[src/rtl/octal_display_mux_pkg.sv]
`default_nettype none
// ============================================================================
//  Module   : octal_disp_pkg
//  Purpose  : Shared types and constants for the two-digit octal display
//             multiplexer: FSM state encoding, digit width and the
//             7-segment lookup table (gfedcba, active-high form).
//  Revision : 1.0 - initial release
// ============================================================================
package octal_disp_pkg;

    localparam int DIGIT_W = 3;
    localparam int SEG_W   = 7;

    // One slot per digit, each split into an anti-ghosting blank part
    // followed by the lit part.
    typedef enum logic [1:0] {
        S_LOW_BLANK  = 2'd0,
        S_LOW_ON     = 2'd1,
        S_HIGH_BLANK = 2'd2,
        S_HIGH_ON    = 2'd3
    } state_t;

    // Segment patterns {g,f,e,d,c,b,a}, 1 = segment lit.
    localparam logic [SEG_W-1:0] SEG_LUT [8] = '{
        7'b0111111,   // 0
        7'b0000110,   // 1
        7'b1011011,   // 2
        7'b1001111,   // 3
        7'b1100110,   // 4
        7'b1101101,   // 5
        7'b1111101,   // 6
        7'b0000111    // 7
    };

    // Active-high decode of one octal digit.
    function automatic logic [SEG_W-1:0] seg_decode(input logic [DIGIT_W-1:0] digit);
        return SEG_LUT[digit];
    endfunction

endpackage : octal_disp_pkg
`default_nettype wire

[src/rtl/octal_to_seg.sv]
`default_nettype none
// ============================================================================
//  Module   : octal_to_seg
//  Purpose  : Combinational octal digit to 7-segment decoder. Polarity is
//             applied after the lookup so the table stays in lit=1 form.
//  Revision : 1.0 - initial release
// ============================================================================
module octal_to_seg
    import octal_disp_pkg::*;
#(
    parameter int ACTIVE_LOW = 1
) (
    input  logic [DIGIT_W-1:0] i_digit,
    output logic [SEG_W-1:0]   o_seg
);

    // Look up the pattern, then flip it for common-anode style displays.
    always_comb begin
        o_seg = seg_decode(i_digit);
        if (ACTIVE_LOW != 0) begin
            o_seg = ~o_seg;
        end
    end

endmodule : octal_to_seg
`default_nettype wire

[src/rtl/octal_display_mux.sv]
`default_nettype none
// ============================================================================
//  Module   : octal_display_mux
//  Purpose  : Two-digit octal display driver. Digits are captured into a
//             shadow register, promoted to an active register once per frame
//             (so a frame is never torn), and time-multiplexed onto a shared
//             segment bus with per-digit anode enables. Every digit slot
//             begins with an all-anodes-off blank interval.
//  Revision : 1.0 - initial release
// ============================================================================
module octal_display_mux
    import octal_disp_pkg::*;
#(
    parameter int REFRESH_DIV    = 50000,
    parameter int BLANK_CYCLES   = 500,
    parameter int SEG_ACTIVE_LOW = 1,
    parameter int AN_ACTIVE_LOW  = 1
) (
    input  logic                 i_clk,
    input  logic                 i_rst,
    input  logic [DIGIT_W-1:0]   i_digit_low,
    input  logic [DIGIT_W-1:0]   i_digit_high,
    input  logic                 i_load,
    input  logic                 i_lz_blank,
    output logic [SEG_W-1:0]     o_seg,
    output logic [1:0]           o_an,
    output logic                 o_frame
);

    localparam int CNT_W = $clog2(REFRESH_DIV);
    localparam int PAIR_W = 2 * DIGIT_W;

    localparam logic [CNT_W-1:0] c_blank_last = CNT_W'(BLANK_CYCLES - 1);
    localparam logic [CNT_W-1:0] c_slot_last  = CNT_W'(REFRESH_DIV - 1);
    localparam logic [CNT_W-1:0] c_cnt_one    = CNT_W'(1);

    // Idle levels of the pins once polarity is applied.
    localparam logic [SEG_W-1:0] c_seg_blank = (SEG_ACTIVE_LOW != 0) ? 7'h7F : 7'h00;
    localparam logic [1:0]       c_an_off    = (AN_ACTIVE_LOW  != 0) ? 2'b11 : 2'b00;

    state_t               state_q,  state_d;
    logic [CNT_W-1:0]     cnt_q,    cnt_d;
    logic [PAIR_W-1:0]    shadow_q, shadow_d;   // {high, low}
    logic [PAIR_W-1:0]    active_q, active_d;   // {high, low}
    logic                 frame_q,  frame_d;
    logic [SEG_W-1:0]     seg_q,    seg_d;
    logic [1:0]           an_q,     an_d;

    logic [DIGIT_W-1:0]   w_act_low;
    logic [DIGIT_W-1:0]   w_act_high;
    logic [DIGIT_W-1:0]   w_sel_digit;
    logic [SEG_W-1:0]     w_seg_dec;
    logic                 w_high_suppress;
    logic [1:0]           w_an_on;
    logic                 w_lit;

    assign w_act_low  = active_q[DIGIT_W-1:0];
    assign w_act_high = active_q[PAIR_W-1:DIGIT_W];

    // Slot sequencing, slot counter and the shadow/active register pair.
    always_comb begin
        state_d  = state_q;
        cnt_d    = cnt_q + c_cnt_one;
        shadow_d = shadow_q;
        active_d = active_q;
        frame_d  = 1'b0;

        // The shadow follows i_load every cycle; the active copy below reads
        // shadow_q, so a load in the boundary cycle lands one frame later.
        if (i_load) begin
            shadow_d = {i_digit_high, i_digit_low};
        end

        case (state_q)
            S_LOW_BLANK: begin
                if (cnt_q == c_blank_last) begin
                    state_d = S_LOW_ON;
                end
            end
            S_LOW_ON: begin
                if (cnt_q == c_slot_last) begin
                    state_d = S_HIGH_BLANK;
                    cnt_d   = '0;
                end
            end
            S_HIGH_BLANK: begin
                if (cnt_q == c_blank_last) begin
                    state_d = S_HIGH_ON;
                end
            end
            S_HIGH_ON: begin
                if (cnt_q == c_slot_last) begin
                    state_d  = S_LOW_BLANK;
                    cnt_d    = '0;
                    active_d = shadow_q;
                    frame_d  = 1'b1;
                end
            end
            default: begin
                state_d = S_LOW_BLANK;
                cnt_d   = '0;
            end
        endcase
    end

    // Pick the digit to decode from the state being entered, so the pins
    // change in the same cycle the FSM does.
    assign w_sel_digit = (state_d == S_HIGH_ON) ? w_act_high : w_act_low;

    octal_to_seg #(
        .ACTIVE_LOW (SEG_ACTIVE_LOW)
    ) u_dec (
        .i_digit (w_sel_digit),
        .o_seg   (w_seg_dec)
    );

    // Next pin values: one anode at most, leading-zero suppression on the high slot.
    always_comb begin
        w_high_suppress = i_lz_blank && (w_act_high == '0);
        w_an_on         = 2'b00;
        w_lit           = 1'b0;

        case (state_d)
            S_LOW_ON: begin
                w_an_on = 2'b01;
                w_lit   = 1'b1;
            end
            S_HIGH_ON: begin
                if (!w_high_suppress) begin
                    w_an_on = 2'b10;
                    w_lit   = 1'b1;
                end
            end
            default: begin
                w_an_on = 2'b00;
                w_lit   = 1'b0;
            end
        endcase

        an_d  = (AN_ACTIVE_LOW != 0) ? ~w_an_on : w_an_on;
        seg_d = w_lit ? w_seg_dec : c_seg_blank;
    end

    // All state and pin registers; reset blanks the display at once.
    always_ff @(posedge i_clk or posedge i_rst) begin
        if (i_rst) begin
            state_q  <= S_LOW_BLANK;
            cnt_q    <= '0;
            shadow_q <= '0;
            active_q <= '0;
            frame_q  <= 1'b0;
            seg_q    <= c_seg_blank;
            an_q     <= c_an_off;
        end else begin
            state_q  <= state_d;
            cnt_q    <= cnt_d;
            shadow_q <= shadow_d;
            active_q <= active_d;
            frame_q  <= frame_d;
            seg_q    <= seg_d;
            an_q     <= an_d;
        end
    end

    assign o_seg   = seg_q;
    assign o_an    = an_q;
    assign o_frame = frame_q;

endmodule : octal_display_mux
`default_nettype wire

[config.mk]
export PLATFORM = sky130hd
export DESIGN_NAME = octal_display_mux
export DESIGN_NICKNAME = d
export VERILOG_FILES = /design/src/rtl/octal_display_mux_pkg.sv /design/src/rtl/octal_to_seg.sv /design/src/rtl/octal_display_mux.sv
export SDC_FILE = /design/constraint.sdc
export NUM_CORES = 1
export LEC_CHECK = 0
export CAP_MARGIN = 5
export CORE_AREA = 2 2 58 65
export DETAILED_ROUTE_END_ITERATION = 16
export DIE_AREA = 0 0 60 67
export PLACE_DENSITY_LB_ADDON = 0.05
export REMOVE_ABC_BUFFERS = 1
export SYNTH_ARGS = -nofsm -noshare
export SYNTH_HDL_FRONTEND = slang
export SYNTH_SLANG_ARGS = --single-unit
export TNS_END_PERCENT = 5
[constraint.sdc]
create_clock -name i_clk -period 6.5 [get_ports i_clk]
set_input_delay 1.3 -clock i_clk [delete_from_list [all_inputs] [get_ports i_clk]]
set_output_delay 1.3 -clock i_clk [all_outputs]
set_load 0.02 [all_outputs]
# Word level (Yosys, flattened, before mapping)
# Memory sizes are Yosys's and may differ from the RTL's.
# Cells that the tools add are included.
[word_totals]
ff_bits = 40
latchBits = 0
mem_bits_rw = 0
rom_bits = 56
in_bits = 10
out_inout_bits = 10
mem_count = 1
[classes]
addsub = 1
n_mul = 0
div = 0
magnitude_cmp = 1
eq_ne = 7
shifts = 0
mux = 17
n_bitwise = 3
reduce_logical = 5
[memory_table]
columns = ["name", "words", "word_bits", "read_ports", "rd_clocked_by_memory_dff", "write_ports", "line_no", "rtl"]
rows = [
  ["(no name shown)", 8, 7, 1, 0, 0, "octal_display_mux_pkg.sv:37", "return SEG_LUT[digit];"],
]
[ops]
columns = ["operator", "count"]
rows = [
  ["2-to-1 mux 16 bit", 2],
  ["2-to-1 mux 7 bit", 3],
  ["adder 16 x 1 -> 16 bit (second input constant)", 1],
  ["equality test 16 bit (second input constant)", 1],
  ["equality test 16 x 9 -> 1 bit (second input constant)", 1],
  ["2-to-1 mux 2 bit", 5],
  ["case mux 2 bit (4 select lines)", 1],
  ["inverter 7 bit", 1],
  ["equality test 2 bit (second input constant)", 3],
  ["equality test 2 x 1 -> 1 bit (second input constant)", 2],
  ["greater-or-equal comparator 4 bit (second input constant)", 1],
  ["inverter 3 -> 4 bit", 1],
  ["case mux 2 bit (2 select lines)", 1],
  ["zero test 3 bit", 1],
  ["2-to-1 mux 1 bit", 3],
  ["2-to-1 mux 3 bit", 1],
  ["zero test 2 bit", 1],
  ["inverter 2 bit", 1],
  ["case mux 1 bit (2 select lines)", 1],
  ["AND reduction 2 bit", 1],
  ["OR reduction 2 bit", 1],
  ["logical AND 1 bit", 1],
]

# Longest topological paths before layout
# Gate-level depths: netlist of the first run.
[logic_depth]
depth_word = 11
ltp_mapped = 9
depth_no_buf = 9

# Cells and area by module
# A second synthesis of the first run with hierarchy kept.
[unflattened]
hier_cells = 165
hier_area_um2 = 1896.8
[modules_own_cells]
columns = ["module", "instances", "cells_each", "area_each_um2", "seq_area_each_um2"]
rows = [
  ["octal_display_mux", 1, 147, 1773.0, 1012.2],
  ["octal_to_seg", 1, 18, 123.9, 0.0],
]

# Least setup slack after synthesis of the first run
# Ideal clock, no wire load.
[synth_path]
kind = "flip-flop to flip-flop"
from = "register cnt_q[0]"
to = "register seg_q[5] (netlist: o_seg[5])"
setup_time_ns = 0.077
arrival_ns = 2.450
path_slack_ns = 3.973
stages_incl_launch_ff = 10
period_less_slack_ns = 2.527
path_cell_list = "dfrtp_1 -> ha_1 -> nand4bb_1 -> or3_4 -> o32ai_4 -> mux2i_1 -> inv_1 -> ha_1 -> a21oi_1 -> a21bo_1"
[synth_via]
elab_chain_cells = 11
[synth_lines]
columns = ["item", "line_no", "rtl"]
rows = [
  ["start, declared", "octal_display_mux.sv:42", "logic [CNT_W-1:0] cnt_q, cnt_d;"],
  ["start signal, assigned", "octal_display_mux.sv:156", "cnt_q <= cnt_d;"],
  ["equality test 16 bit or equality test 16 x 9 -> 1 bit (tied branches)", "n/a", ""],
  ["2-to-1 mux 2 bit (on tied branches)", "n/a", ""],
  ["case mux 2 bit (4 select lines) (*)", "octal_display_mux.sv:74", "case (state_q)"],
  ["equality test 2 bit", "octal_display_mux.sv:108, octal_display_mux.sv:123", ""],
  ["2-to-1 mux 3 bit", "octal_display_mux.sv:108", "assign w_sel_digit = (state_d == S_HIGH_ON) ? w_act_high : w_act_low;"],
  ["inverter 3 -> 4 bit (not written as such)", "octal_display_mux_pkg.sv:37", ""],
  ["memory (8 x 7 bit)", "n/a", ""],
  ["2-to-1 mux 7 bit (not written as such) (2 in a row)", "octal_display_mux_pkg.sv:37", ""],
  ["inverter 7 bit", "octal_to_seg.sv:21", "o_seg = ~o_seg;"],
  ["2-to-1 mux 7 bit (*)", "octal_display_mux.sv:141", "seg_d = w_lit ? w_seg_dec : c_seg_blank;"],
  ["net seg_d[5]", "octal_display_mux.sv:46", "logic [SEG_W-1:0] seg_q, seg_d;"],
  ["end signal, assigned", "octal_display_mux.sv:152", "seg_q <= c_seg_blank;"],
  ["end signal, assigned", "octal_display_mux.sv:160", "seg_q <= seg_d;"],
  ["end, declared", "octal_display_mux.sv:46", ""],
]
# Mark *: on every way through the listed nets, which the timed path passes. The rest lies on a longest branch. The select of a mux whose other input is x is not followed.
# A chain may end at the register's enable or synchronous reset.

# Worst setup path after layout of the first run
# Ends and elaborated chain as after synthesis.

==> results.txt, run 1 <==
----------------------------------------------------
[Detailed routing]
  Vias ... 1256
  Violation count after the first detailed-routing iteration ... 31
  Count of unresolved DRC violations after routing ... 0
  Post-route ant nets ... 0
  DR vias/cell ... 5.28
  Total wire length after detailed routing ... ~3300 um
  Mean routed wirelength per cell ... around 14 um
  Total iterations of the first detailed-routing run ... 4

[Cells and area]
  Count of filler cells inserted in the layout ... 253
  Most common cell after layout, fill and taps aside ... sky130_fd_sc_hd__dfrtp_1
  Ratio of cells with drive above 1 in the final layout ... 20.0%
  Area occupied by registers ... 1010 um2
  Final design utilization ... 69.6%
  Footprint of the multi-input gates ... 865 um2
  Count of placed standard cells in the final layout, fillers left out ... around 240
  Relative area change from synthesis to final layout ... 18.6%
  Final instance area ... 2320 um2
  Number of diodes ... 0
  Leading cell types in the layout, fill and taps excluded ... sky130_fd_sc_hd__dfrtp_1, sky130_fd_sc_hd__clkdlybuf4s50_1, sky130_fd_sc_hd__inv_1
  NumNets Final ... 205

[Place]
  Global placement routability congestion ... between 0.7 and 0.8
  Final HPWL DP ... between 2000 and 2500 um
  Worst setup slack before clock tree synthesis ... 3470 ps
  Count of port buffers added during placement ... 19
  Placed Instance Area ... 2190 um2
  Placed Cells ... 230

[Worst setup path]
  Worst path required time ... 6790 ps
  Worst reg2reg setup slack ... 3550 ps
  Sort of element at the start of the critical path ... register
  Arr. time, crit path ... 3240 ps
  Reg-to-reg endpoint ... o_seg[5]
  Cell depth of the worst flop-to-flop path ... 9
  Type of element capturing the critical path ... register
  Worst Path Max Fanout ... 8
  Reg-to-reg startpoint ... cnt_q[0]
  Category of the most critical setup path ... reg -> reg

[Yosys]
  Number of register bits inferred by synthesis ... 40
  Combinational family with the most area after synthesis ... simple AND/OR/NAND/NOR gates
  Fraction of the mapped netlist area in adder cells ... 3.84%
  Post-synthesis cell type with the largest combined area ... sky130_fd_sc_hd__dfrtp_1
  Area fraction in compound gates after synthesis ... 8.13%
  Fraction of the mapped netlist area in simple logic gates ... between 10% and 20%
  Post-synthesis async set-or-reset flop share ... between 90% and 100%
  Multiplexer share of the synthesized area ... 10.2%
  Proportion of synthesized chip area in sequential cells ... 51.8%
  Count of distinct cell types in the synthesized netlist ... 45
  Count of mapped cells out of synthesis ... 166
  Area share of the largest cell type after synthesis ... 39.7%
  Dominant synthesized flop cell ... sky130_fd_sc_hd__dfrtp_1
  EDFF count, synth ... 0
  Cells taking the most area after synthesis ... sky130_fd_sc_hd__dfrtp_1, sky130_fd_sc_hd__dfstp_2, sky130_fd_sc_hd__mux2_4, sky130_fd_sc_hd__mux2_2, sky130_fd_sc_hd__ha_1
  Yosys warnings ... 0
  Fraction of synthesized cell area in xor and xnor cells ... 5.83%
  Average instance area after synthesis ... 11.8 um2
  Mapped cell area ... 1950 um2

[Floorplan]
  DIE HEIGHT ... 67 um
  Floorplan die width ... 60 um
  Area of the core region ... 3330 um2
  Effective utilization at floorplan ... 58.7%
  Total Die Area ... around 4000 um2
  Number of placement rows ... 22
  Top Ports ... 20

[CTS]
  Worst-Skew Late Latency ... 360 ps
  Count of instances resized after the clock tree is built ... 0
  Clock Pin Slew Worst Setup and Hold Paths ... 120 ps
  Max clock buf depth ... 2
  Clock tree from TritonCTS ... done
  Hold buffer count at CTS ... 0
  Clock root buffer ... sky130_fd_sc_hd__clkbuf_4
  Number of buffers inserted by post-CTS setup repair ... 0
  Total clock buffers created by CTS ... 5
  # H-tree levels ... 2
  Number of clock sinks ... 40

[GRT]
  GR Util met2 ... 31.8%
  Global-route wire length before repair ... 5890 um
  Initial antenna violation count ... 0
  Number of global-route vias before repair ... around 1300
  Global route hottest layer ... met2
  GR met1 Demand/Resource ... 25.9%
  Maximum number of pins on one net before global-route repair ... 41
  Aggregate global routing overflow ... 0
  Met3 global-route usage ... 5.24%
  Global-route usage over all layers ... 20.2%

[Timing]
  Worst-Margin Slew ... 490 ps
  Minimum clock period after layout ... 2950 ps
  PnR worst setup slack ... 3550 ps
  Total count of max-transition violations in the final report ... 0
  Hold Violations, Final ... 0
  Number of setup violations in the final report ... 0
  Max-slew headroom ... 66.8%
  Fin Clk Skew ... 11.8 ps
  Peak Freq ... 339 MHz
  Worst hold slack after final layout ... 459 ps
  Setup repair after global routing missed its margin ... false
  Total Neg Setup Slack ... 0 ps
  Part of the cycle the worst path needs ... between 40% and 50%

[Power and ir drop]
  PwrDens ... about 220 nW/um2
  Share of power burned in the clock network ... 47.1%
  Leakage ... 1.03 nW
  Switch share ... 17.9%
  Sequential Power Share ... 49.8%
  Power dissipated by switching net loads ... 0.0916 mW
  Proportion of power drawn by combinational gates ... 3.1%
  Post-layout power ... around 0.51 mW
  P_int ... 0.420 mW
  Maximum ir drop on the vdd rail ... 0.191 mV

[Min path]
  Path category of the worst min-delay check ... reg -> reg
  Capture endpoint of the worst hold path ... cnt_q[0]
  Number of cells on the worst hold path ... 1
  Startpoint of the tightest hold check path ... cnt_q[0]

[Flow run]
  Count of max-cap constraint violations ... 0

[Run status]
  Result of the run ... finished, final reports clean

----------------------------------------------------
## cell type report
| class | count | area share [%] |
|---|---|---|
| flip-flops and latches | 40 | 43.7 |
| multi-input cells | 107 | 37.3 |
| repair buffers | 20 | 8.53 |
| clock inverters | 3 | 3.89 |
| well taps | 48 | 2.59 |
| inverters | 15 | 2.43 |
| clock buffers | 5 | 1.62 |
## routing by layer
layer | routed length, um | share of wire (%)
met1 | 1540 | 47
met2 | 1530 | 46
met3 | 158 | 4.8
met4 | 76 | 2.3
met5 | 0 | 0
## worst max path at each step
| stage | startpoint | end | slack (ps) | depth (start not counted) |
|---|---|---|---|---|
| 6_report | cnt_q[0] | o_seg[5] | 3550 | 9 |
| 2_1_floorplan | cnt_q[0] | o_seg[5] | 3970 | 9 |
| 3_3_place_gp | i_lz_blank | o_seg[5] | 3580 | 6 |
| 5_1_grt | cnt_q[0] | o_seg[5] | 3320 | 9 |
| 3_5_place_dp | i_lz_blank | o_seg[5] | 3470 | 6 |
| 4_1_cts | cnt_q[0] | o_seg[5] | 3550 | 9 |
## Yosys cell counts (all sizes together) (3+ instances only)
library cell and count:
a21oi 7, nor3 4, o21ai 4, or3 4, dfrtp 31, xnor2 8, nand2 7, dfstp 9
nor2 14, mux2i 3, nor4b 3, mux2 13, nand4 5, inv 15, xor2 5, ha 6
## kinds of logic (layout without fill, tap and decap cells)
group / after synthesis / in the layout
multiplexers: 16 / 16
adder cells (fa/ha/maj): 6 / 6
AO/OA/AOI/OAI: 20 / 20
flip-flops: 40 / 40
AND/OR/NAND/NOR: 52 / 52
buffers and inverters: 19 / 43
XOR/XNOR: 13 / 13
## registers in the layout, summed over array words and instances (netlist names)
name,flops
cnt_q,16
o_seg,7
active_q,6
shadow_q,6
o_an,2
state_q,2
o_frame,1
## worst max-delay path: stages (launching register included)
cell and delay, ps:
sky130_fd_sc_hd__dfrtp_1 380, sky130_fd_sc_hd__ha_1 250, sky130_fd_sc_hd__nand4bb_1 230, sky130_fd_sc_hd__or3_4 410, sky130_fd_sc_hd__o32ai_4 430, sky130_fd_sc_hd__mux2i_1 430, sky130_fd_sc_hd__inv_1 120, sky130_fd_sc_hd__ha_1 220
sky130_fd_sc_hd__a21oi_1 190, sky130_fd_sc_hd__a21bo_1 230
## power groups by stage
| stage | Clock, mW | Combinational, mW | Sequential, mW |
|---|---|---|---|
| after floorplan | 0 | 0.00803 | 0.259 |
| after global placement | 0 | 0.0153 | 0.259 |
| after detailed placement | 0 | 0.0164 | 0.260 |
| after CTS | 0.246 | 0.0164 | 0.255 |
| after global routing | 0.258 | 0.0179 | 0.256 |
| final | 0.241 | 0.0157 | 0.255 |
No activity file was read; power rests on OpenSTA's default activity.
==> inputs of run 2 (changes only) <==
--- a/config.mk
+++ b/config.mk
@@ -6,9 +6,9 @@
 export NUM_CORES = 1
 export LEC_CHECK = 0
 export CAP_MARGIN = 5
-export CORE_AREA = 2 2 58 65
+export CORE_AREA = 2 2 63 71
 export DETAILED_ROUTE_END_ITERATION = 16
-export DIE_AREA = 0 0 60 67
+export DIE_AREA = 0 0 65 73
 export PLACE_DENSITY_LB_ADDON = 0.05
 export REMOVE_ABC_BUFFERS = 1
 export SYNTH_ARGS = -nofsm -noshare
==> constraint.sdc (replaced) <==
create_clock -name i_clk -period 2.69 [get_ports i_clk]
set_input_delay 0.538 -clock i_clk [delete_from_list [all_inputs] [get_ports i_clk]]
set_output_delay 0.538 -clock i_clk [all_outputs]
set_load 0.02 [all_outputs]
==> run 2 against run 1 <==
Critical path depth is the same. Hold slack lost 2.9 ps. Combinational power grew 140%. Sequential power grew 140%. Cell area grew 2.9%. Flip-flop and latch count is the same. Cell count grew 4.6%. Register-to-register slack lost 3400 ps. Non-clock buffer count grew 5. Clock-buffer cell count grew 2. Largest cell class unchanged.
==> results.txt, run 2 (synthesis gave the netlist of run 1 again) <==
----------------------------------------------------
[Run status]
  Result of the run ... finished, final reports clean

[Worst setup path]
  Reg-to-reg endpoint ... o_seg[5]
  Cell depth of the worst flop-to-flop path ... 9 (unchanged)
  CP endpoint ... o_seg[5]
  Standard cell with the maximum stage delay on the critical path ... sky130_fd_sc_hd__dfrtp_1
  Sort of element at the start of the critical path ... register
  Longest individual stage delay on the worst path ... 370 ps (-60 ps)
  Worst reg2reg setup slack ... 180 ps (-3370 ps)
  Reg-to-reg startpoint ... cnt_q[0]
  Type of element capturing the critical path ... register
  Arr. time, crit path ... 2730 ps (-510 ps)
  Category of the most critical setup path ... reg -> reg
  Crit-path cells ... ha_2 -> nand4bb_4 -> or3_4 -> o32ai_4 -> mux2i_2 -> inv_1 -> ha_1 -> a21oi_1 -> a21bo_1
  Worst path required time ... 2910 ps (-3880 ps)
  Timing startpoint of the critical path ... cnt_q[0]
  Worst Path Max Fanout ... 4 (-4)

[Place]
  Placed Instance Area ... 2240 um2 (+2.1%)
  Global placement routability congestion ... 0.745 (-4.3%)
  Final HPWL DP ... 2550 um (+5.4%)
  Count of port buffers added during placement ... 19 (unchanged)

[Detailed routing]
  Total iterations of the first detailed-routing run ... 4 (unchanged)
  Post-route ant nets ... 0 (unchanged)
  DR vias/cell ... 5.13 (-2.7%)
  Total wire length after detailed routing ... 3440 um (+4.0%)
  Violation count after the first detailed-routing iteration ... 45 (+45%)
  Count of unresolved DRC violations after routing ... 0 (unchanged)
  Vias ... 1278 (+1.8%)
  Mean routed wirelength per cell ... 13.8 um (-0.60%)

[Timing]
  Total count of max-transition violations in the final report ... 0 (unchanged)
  Worst-Margin Slew ... 598 ps (+107 ps)
  Setup repair after global routing missed its margin ... false
  Number of setup violations in the final report ... 0 (unchanged)
  Hold Violations, Final ... 0 (unchanged)
  Total Neg Setup Slack ... 0 ps (unchanged)
  Peak Freq ... 398 MHz (+17%)
  Minimum clock period after layout ... 2510 ps (-436 ps)
  Max-slew headroom ... 59.6% (-7.3 points)
  Part of the cycle the worst path needs ... 93.4% (+48 points)
  Fin Clk Skew ... 8.05 ps (-3.79 ps)

[CTS]
  Clock tree from TritonCTS ... done
  Total clock buffers created by CTS ... 5 (unchanged)
  Number of clock sinks ... 40 (unchanged)
  Worst-Skew Late Latency ... 290 ps (-70 ps)
  Clock Pin Slew Worst Setup and Hold Paths ... 80 ps (-40 ps)
  Count of instances resized after the clock tree is built ... 0 (unchanged)
  Hold buffer count at CTS ... 0 (unchanged)
  Max clock buf depth ... 2 (unchanged)
  Clock root buffer ... sky130_fd_sc_hd__clkbuf_8
  # H-tree levels ... 2 (unchanged)
  Number of buffers inserted by post-CTS setup repair ... 0 (unchanged)

[Floorplan]
  Area of the core region ... 4100 um2 (+23%)
  Effective utilization at floorplan ... 47.7% (-11 points)
  Floorplan die width ... 65 um (+8.3%)
  Number of placement rows ... 25 (+14%)
  DIE HEIGHT ... 73 um (+9.0%)
  Top Ports ... 20 (unchanged)
  Total Die Area ... 4750 um2 (+18%)

[Cells and area]
  Leading cell types in the layout, fill and taps excluded ... sky130_fd_sc_hd__dfrtp_1, sky130_fd_sc_hd__clkdlybuf4s50_1, sky130_fd_sc_hd__inv_1
  Most common cell after layout, fill and taps aside ... sky130_fd_sc_hd__dfrtp_1
  Final design utilization ... 58.2% (-11 points)
  Reg with most FFs ... cnt_q
  NumNets Final ... 210 (+2.4%)
  Flip-flop count of the largest register after layout ... 16 (unchanged)
  Relative area change from synthesis to final layout ... 22.0%
  Ratio of cells with drive above 1 in the final layout ... 23.6% (+3.6 points)
  Number of diodes ... 0 (unchanged)
  Final instance area ... 2380 um2 (+2.9%)

[GRT]
  Global-route wire length before repair ... 6020 um (+2.2%)
  Number of global-route vias before repair ... 1291 (-1.2%)
  Global-route usage over all layers ... 16.9% (-3.2 points)
  Initial antenna violation count ... 0 (unchanged)
  Aggregate global routing overflow ... 0 (unchanged)
  Maximum number of pins on one net before global-route repair ... 41 (unchanged)

[Power and ir drop]
  PwrDens ... 495 nW/um2 (+120%)
  Leakage ... 1.05 nW (+2.3%)
  Maximum ir drop on the vdd rail ... 0.361 mV (+89%)

[Flow run]
  Count of max-cap constraint violations ... 0 (unchanged)

[Min path]
  Path category of the worst min-delay check ... reg -> reg

----------------------------------------------------
## run 2: changes by cell type in the layout (fill, tap and decap cells not counted), moves of 2 or more
cell | previous run | this run
sky130_fd_sc_hd__clkbuf_8 | 0 | 7
sky130_fd_sc_hd__buf_4 | 1 | 6
sky130_fd_sc_hd__clkbuf_4 | 5 | 0
sky130_fd_sc_hd__bufinv_16 | 3 | 1
## run 2: final cells by class
type | instances | area, um2
fillers | 353 | 1710
flip-flops and latches | 40 | 1010
multi-input cells | 107 | 887
repair buffers | 25 | 235
clock buffers | 7 | 96.3
well taps | 54 | 67.6
inverters | 15 | 56.3
clock inverters | 1 | 30.0
## run 2: metal layers
layer,up-vias,routed length [um],track usage [%]
met3,4,135,4.17
met2,29,1630,26.3
li1,631,-,-
met5,-,0,0
met4,0,48,7.09
met1,614,1620,22.6
## run 2: worst max-delay path, delay by kind of cell (launching register included)
family | cells | cell delay (ps)
AND/OR/NAND/NOR | 2 | 510
buffers and inverters | 1 | 100
multiplexers | 1 | 310
AO/OA/AOI/OAI | 3 | 690
adder cells (fa/ha/maj) | 2 | 450
flip-flops | 1 | 370
## run 2: per-stage QoR
| step | worst slack, ps | power, mW | std cells | hold slack, ps |
|---|---|---|---|---|
| 2_1_floorplan | 163 | 0.644 | 162 | 424 |
| 3_3_place_gp | 193 | 0.664 | 241 | 436 |
| 3_5_place_dp | 86.8 | 0.667 | 241 | 446 |
| 4_1_cts | 51.1 | 1.19 | 249 | 457 |
| 5_1_grt | 24.6 | 1.23 | 249 | 486 |
| 6_report | 176 | 1.18 | 249 | 456 |
## run 2: how the worst min path moves through the flow
stage / cells after the start / end / from
6_report: 1 / cnt_q[0] / cnt_q[0]
4_1_cts: 1 / cnt_q[0] / cnt_q[0]
5_1_grt: 1 / cnt_q[0] / cnt_q[0]
3_3_place_gp: 1 / cnt_q[0] / cnt_q[0]
3_5_place_dp: 1 / cnt_q[0] / cnt_q[0]
2_1_floorplan: 1 / cnt_q[0] / cnt_q[0]
## run 2: where the power goes
part	internal (mW)	total [mW]	switching (mW)
clock network	0.327	0.527	0.200
registers	0.611	0.616	0.00525
logic	0.0211	0.0378	0.0167
